## src/rtl/seg7_pkg.sv

```systemverilog
// Shared definitions for the multiplexed 7-segment display driver.
// Holds the active-low hex segment table, the all-dark segment constant
// and the helper that sizes the digit index counter.
// Segment bit order everywhere is {g,f,e,d,c,b,a}; a 0 lights the segment.
package seg7_pkg;

    // Active-low segment patterns for hex digits 0..F.
    localparam logic [6:0] SEG_TABLE [16] = '{
        7'h40, 7'h79, 7'h24, 7'h30,
        7'h19, 7'h12, 7'h02, 7'h78,
        7'h00, 7'h10, 7'h08, 7'h03,
        7'h46, 7'h21, 7'h06, 7'h0E
    };

    // Every segment dark.
    localparam logic [6:0] SEG_OFF = 7'h7F;

    // Width of the digit index counter; never narrower than one bit.
    function automatic int idx_width(input int n);
        return (n <= 2) ? 1 : $clog2(n);
    endfunction

endpackage

```

## src/rtl/hex_to_seg7.sv

```systemverilog
// Purely combinational hex nibble to active-low 7-segment decoder.
// Ports:
//   nibble  in  4  hex digit to display
//   seg     out 7  {g,f,e,d,c,b,a}, active-low
module hex_to_seg7
    import seg7_pkg::*;
(
    input  logic [3:0] nibble,
    output logic [6:0] seg
);

    assign seg = SEG_TABLE[nibble];

endmodule

```

## src/rtl/seg7_scan_mux.sv

```systemverilog
// Multiplexed 7-segment display driver.
// The clock divider's square wave arrives on scan_in as plain data; it is
// synchronized into clk, rising edges become one-cycle step pulses, and each
// step moves the scan to the next digit. The displayed value and decimal
// points are taken from a shadow copy refreshed once per frame so a digit
// never shows a half-updated value.
//
// Parameters:
//   DIGITS       number of multiplexed digits (2..8)
//   SYNC_STAGES  synchronizer flops on scan_in (>= 2)
// Ports:
//   clk        in  1         system clock, the only clock in the block
//   rst        in  1         synchronous active-high reset
//   scan_in    in  1         divider output, sampled as data
//   value      in  4*DIGITS  hex nibbles, digit 0 = value[3:0]
//   dp         in  DIGITS    decimal-point request per digit, active-high
//   blank      in  1         force the display dark (synchronous to clk)
//   an         out DIGITS    anode enables, active-low
//   seg        out 7         {g,f,e,d,c,b,a}, active-low
//   dp_n       out 1         decimal point, active-low
//   digit_idx  out 3         digit currently being scanned
//
// Build option: define SEG7_LEADING_ZERO_BLANK_EN to darken leading zero
// digits (digit 0 and digits with their dp bit set always stay lit).
module seg7_scan_mux
    import seg7_pkg::*;
#(
    parameter int DIGITS      = 4,
    parameter int SYNC_STAGES = 2
) (
    input  logic                  clk,
    input  logic                  rst,
    input  logic                  scan_in,
    input  logic [4*DIGITS-1:0]   value,
    input  logic [DIGITS-1:0]     dp,
    input  logic                  blank,
    output logic [DIGITS-1:0]     an,
    output logic [6:0]            seg,
    output logic                  dp_n,
    output logic [2:0]            digit_idx
);

    localparam int IW = idx_width(DIGITS);
    localparam logic [IW-1:0] LAST_IDX = IW'(DIGITS - 1);
    localparam logic [DIGITS-1:0] AN_ONE = DIGITS'(1);

    logic [SYNC_STAGES-1:0] sync_q, sync_d;
    logic                   prev_q, prev_d;
    logic                   step_q, step_d;
    logic                   first_q, first_d;
    logic [IW-1:0]          idx_q, idx_d;
    logic [4*DIGITS-1:0]    shadow_val_q, shadow_val_d;
    logic [DIGITS-1:0]      shadow_dp_q, shadow_dp_d;
    logic [DIGITS-1:0]      an_q, an_d;
    logic [6:0]             seg_q, seg_d;
    logic                   dp_n_q, dp_n_d;
    logic [3:0]             nibble;
    logic [6:0]             seg_dec;
    logic                   dark;
`ifdef SEG7_LEADING_ZERO_BLANK_EN
    logic [IW-1:0]          msd;
`endif

    // Synchronizer shift chain plus edge detector. The step pulse is itself
    // registered, so it is glitch-free and lands one cycle after the
    // synchronized rising edge.
    always_comb begin
        sync_d = {sync_q[SYNC_STAGES-2:0], scan_in};
        prev_d = sync_q[SYNC_STAGES-1];
        step_d = sync_q[SYNC_STAGES-1] & ~prev_q;
    end

    // Digit sequencing and frame latch. The first step after reset starts
    // the scan on digit 0 rather than advancing past it; that step and every
    // wrap back to digit 0 refresh the shadow copy of value and dp.
    always_comb begin
        idx_d        = idx_q;
        first_d      = first_q;
        shadow_val_d = shadow_val_q;
        shadow_dp_d  = shadow_dp_q;
        if (step_q) begin
            first_d = 1'b0;
            if (first_q || idx_q == LAST_IDX) begin
                idx_d        = '0;
                shadow_val_d = value;
                shadow_dp_d  = dp;
            end else begin
                idx_d = idx_q + IW'(1);
            end
        end
    end

    assign nibble = shadow_val_d[4*int'(idx_d) +: 4];

    hex_to_seg7 u_hex_to_seg7 (
        .nibble (nibble),
        .seg    (seg_dec)
    );

    // Output drive for the digit being entered. The display stays dark
    // until the first step so nothing flashes while the divider starts up.
    always_comb begin
        dark = blank | first_d;
`ifdef SEG7_LEADING_ZERO_BLANK_EN
        msd = '0;
        for (int i = 1; i < DIGITS; i++) begin
            if (shadow_val_d[4*i +: 4] != 4'h0) begin
                msd = IW'(i);
            end
        end
        if (idx_d > msd && !shadow_dp_d[idx_d]) begin
            dark = 1'b1;
        end
`endif
        if (dark) begin
            an_d   = '1;
            seg_d  = SEG_OFF;
            dp_n_d = 1'b1;
        end else begin
            an_d   = ~(AN_ONE << idx_d);
            seg_d  = seg_dec;
            dp_n_d = ~shadow_dp_d[idx_d];
        end
    end

    // State registers; reset also discards any step in flight.
    always_ff @(posedge clk) begin
        if (rst) begin
            sync_q       <= '0;
            prev_q       <= 1'b0;
            step_q       <= 1'b0;
            first_q      <= 1'b1;
            idx_q        <= '0;
            shadow_val_q <= '0;
            shadow_dp_q  <= '0;
            an_q         <= '1;
            seg_q        <= SEG_OFF;
            dp_n_q       <= 1'b1;
        end else begin
            sync_q       <= sync_d;
            prev_q       <= prev_d;
            step_q       <= step_d;
            first_q      <= first_d;
            idx_q        <= idx_d;
            shadow_val_q <= shadow_val_d;
            shadow_dp_q  <= shadow_dp_d;
            an_q         <= an_d;
            seg_q        <= seg_d;
            dp_n_q       <= dp_n_d;
        end
    end

    assign an        = an_q;
    assign seg       = seg_q;
    assign dp_n      = dp_n_q;
    assign digit_idx = 3'(idx_q);

endmodule
```

## config.mk

```make
export PLATFORM = sky130hd
export DESIGN_NAME = seg7_scan_mux
export DESIGN_NICKNAME = d
export VERILOG_FILES = /design/src/rtl/seg7_pkg.sv /design/src/rtl/hex_to_seg7.sv /design/src/rtl/seg7_scan_mux.sv
export SDC_FILE = /design/constraint.sdc
export NUM_CORES = 1
export LEC_CHECK = 0
export BUFFER_PORTS_ARGS = -buffer_cell sky130_fd_sc_hd__buf_2
export CORE_UTILIZATION = 48
export DETAILED_ROUTE_END_ITERATION = 8
export PLACE_DENSITY = 0.82
export REMOVE_ABC_BUFFERS = 1
export SKIP_LAST_GASP = 1
export SYNTH_ARGS = -nofsm -noshare
export SYNTH_HDL_FRONTEND = slang
export SYNTH_SLANG_ARGS = --single-unit
```

## constraint.sdc

```tcl
create_clock -name clk -period 3.7 [get_ports clk]
set_input_delay 0.37 -clock clk [delete_from_list [all_inputs] [get_ports clk]]
set_output_delay 0.37 -clock clk [all_outputs]
set_load 0.05 [all_outputs]
```

==> impl_results.md <==
- Ports: 39
- Post-route standard cell area excluding fillers: 0.002123 sq mm
- DRC violations left: 0
- Fmax achieved: slightly above 0.3 GHz
- Power Total: between 700 and 800 uW
- Number of DRC violations after detailed-routing iteration 0: just under 70
- Height of the die: roughly 64 microns
- Buffer depth of the longest clock path: 2
- Dpl hpwl: 2.799 mm
- Final number of setup-violating endpoints: 0
- Global-route wire length before repair: about 6.4 mm
- Die outline width: about 64 microns
- First-pass detailed-route iteration total: 4
- Data required, critical path: about 3.9 ns
- Setup repair bufs after CTS: 0
- Actual transition at the worst max-transition pin: between 0.6 and 0.7 ns
- Async set or reset register ratio after synthesis: 0%
- Flop and latch count out of synthesis: 39
- Final setup TNS: 0 ns
- IO Port Bufs: 37
- Worst EP arrival: 3.45 ns
- Reported max-cap violation count: 0
- Number of global-route vias before repair: around 1,400
- Layout overhead on the synthesized area: 15.68%
- Status: complete, no violations
- Antenna Cells: 0
- Final weighted congestion of routability-driven global placement: 0.9043
- Setup Skew: between 0.008 and 0.009 ns
- Static leakage: about 0.00097 uW
- Synthesized-area fraction occupied by and/or/nand/nor cells: about 20%
- Setup repair after global routing missed its margin: no
- Pins Over Slew Limit: 0
- Share of cells above drive strength 1: between 20% and 30%
- Register clock-pin slew on the reported worst setup and hold paths: about 0.07 ns
- Hold buffer count at cts: 0
- Overflow after GRT: 0
- Clock period minus final worst setup slack: ~3.3 ns
- # nets final: ~260
- P per Cell Area: between 300 and 400 mW/mm^2
- Clk Latency, worst-skew pair: around 0.29 ns
- Startpoint Class: flop
- Post-place setup slack: ~0.42 ns
- Main combinational cell family by area after synthesis: simple AND/OR/NAND/NOR gates
- Post-layout instance count excluding filler cells: around 270
- Synthesized instance count: ~190
- Synthesized-area fraction occupied by ao, oa, aoi and oai cells: between 15 and 20%
- Ratio of final minimum period to clock period: between 80% and 90%
- Post-detailed-route count of antenna-violating nets: 0
- Level count of the clock H-tree: 2
- Total count of hold-check failures in the final report: 0
- Relative slew margins: 57.80%
- Starting density of the core: about half
- Post-synth design cell area: around 0.0018 sq mm
- Sinks on the clock net: 39
- Primary FF master, synth: dfxtp_1
- Number of enable-type register cells in the synthesized netlist: 0
- Post-cts gate resize count: 0
- Largest net degree at the start of global routing: 28
- Initial antenna violation count: 0
- Clock buffers created by TritonCTS: 5
- Buffer cell driving the clock tree root: clkbuf_8
- Post-Synth XOR/XNOR Area: 0%
- Type of element capturing the critical path: flop
- Hold WC Path Type: in -> reg
- Maximum fanout encountered on the critical timing path: 12
- Post-DR wirelength/cell: between 10 and 15 microns
- Floorplan die area: roughly 0.0041 sq mm
- Synth Area per Inst: just under 10 sq um
- Total cell area at the placement stage: between 0.002 and 0.0025 sq mm
- Min setup slack post-route: slightly below 0.4 ns
- Cell row count: 22
- Arithmetic-cell share of the synthesized area counting full adders, half adders and majority gates: approximately 4.8%
- Worst setup path category: reg -> reg
- Total of warnings raised by yosys: 0
- Mux share of post-synthesis cell area: 12.54%
- Cell variety after synth: just over 50
- CORE AREA: around 0.0037 sq mm
- TritonCTS clock tree: yes
- Vias/cell: around 5.5
- Worst ir drop on vdd: 0.0002784 V
- Share of the yosys chip area belonging to registers: 42.54%
- Routed wire length: about 3.8 mm
- Overall Global Routing Usage: roughly 21%
- Inst Count DP: between 200 and 300
- Via count: roughly 1,500
[per-layer routing]
metal / up-vias / wire [microns] / track usage, %
met5: - / 0 / 0
met4: 0 / 70 / 8.807
met3: 7 / 252 / 5.357
met2: 66 / 1744 / 34.57
met1: 671 / 1695 / 24.89
li1: 745 / - / -
[worst paths after layout]
kind             from   endpoint  slack, ns  depth (start not counted)
max          idx_q[1]     seg[3]       0.39                         10
min           scan_in  sync_q[0]       0.29                          2
max reg2reg  idx_q[1]     seg[3]       0.39                         10
min reg2reg    prev_q     step_q       0.38                          1
[critical path, stage by stage, from the launching register on]
cell and delay [ns]:
dfxtp_1 0.59, ha_1 0.40, or3_1 0.47, o22a_1 0.26, o22ai_1 0.16, or2_1 0.24
inv_1 0.12, ha_1 0.27, or3_1 0.37, a211oi_1 0.21, a31oi_1 0.06
[metrics by stage]
step           util [%]  hold slack, ns
6_report          58.00          0.2854
5_1_grt           58.00          0.3109
4_1_cts           58.00          0.2784
3_5_place_dp      55.60          0.3723
3_3_place_gp      55.60          0.3707
2_1_floorplan         -          0.3674
[Yosys cell counts (3+ instances only)]
library cell	n	area share [%]
a21oi_1	5	1.4
buf_2	3	0.82
buf_4	3	1.2
clkbuf_1	3	0.61
dfxtp_1	39	43
ha_1	7	4.8
mux2i_1	23	13
nand2_1	7	1.4
nand2b_1	3	1.0
nand3_1	4	1.1
nor2_1	27	5.5
nor2b_1	8	2.7
o211ai_1	3	1.2
o221ai_1	3	1.4
or2_1	4	1.4
[layout by cell type, fill, tap and decap left out, drive strengths merged, types with 2 or more instances in the layout]
cell type / count
ha: 7
o311ai: 2
nand3: 4
a22oi: 2
o211ai: 3
a211oi: 2
nor2: 28
or3: 2
o21bai: 2
o221ai: 3
o21ai: 4
clkbuf: 6
a21oi: 5
nor4: 2
or2: 5
a31oi: 2
nor2b: 8
nor3: 2
nand2: 7
nand2b: 3
o22ai: 4
a32oi: 2
buf: 39
mux2i: 23
dfxtp: 39
inv: 3
[flip-flops by register name, summed over array words and instances, names as in the netlist]
signal / count
dp_n: 1
step_q: 1
prev_q: 1
shadow_val_q: 16
sync_q: 2
an: 4
seg: 7
shadow_dp_q: 4
idx_q: 2
first_q: 1
[cell type report]
| cell class | count | area (sq um) |
|---|---|---|
| clock buffer | 6 | 82.58 |
| clock inverter | 1 | 5.005 |
| fill | 330 | 1538 |
| inverter | 3 | 11.26 |
| multi-input combinational | 136 | 983.4 |
| sequential | 39 | 780.7 |
| tap | 48 | 60.06 |
| timing repair buffer | 39 | 200.2 |
[cell families (layout without fill, tap and decap cells)]
family,Yosys count,after routing
simple gates,68,68
flops,39,39
compound gates,37,37
mux,23,23
buf+inv,13,49
fa+ha+maj,7,7
other cells,1,1
[where the power goes]
part	internal (uW)	total (uW)	switching (uW)	leakage, uW
Clock	146	287	141	0.0000470
Sequential	428	432	4.13	0.000316
Combinational	26.4	67.2	40.8	0.000608
No activity file was read; power rests on OpenSTA's default activity.
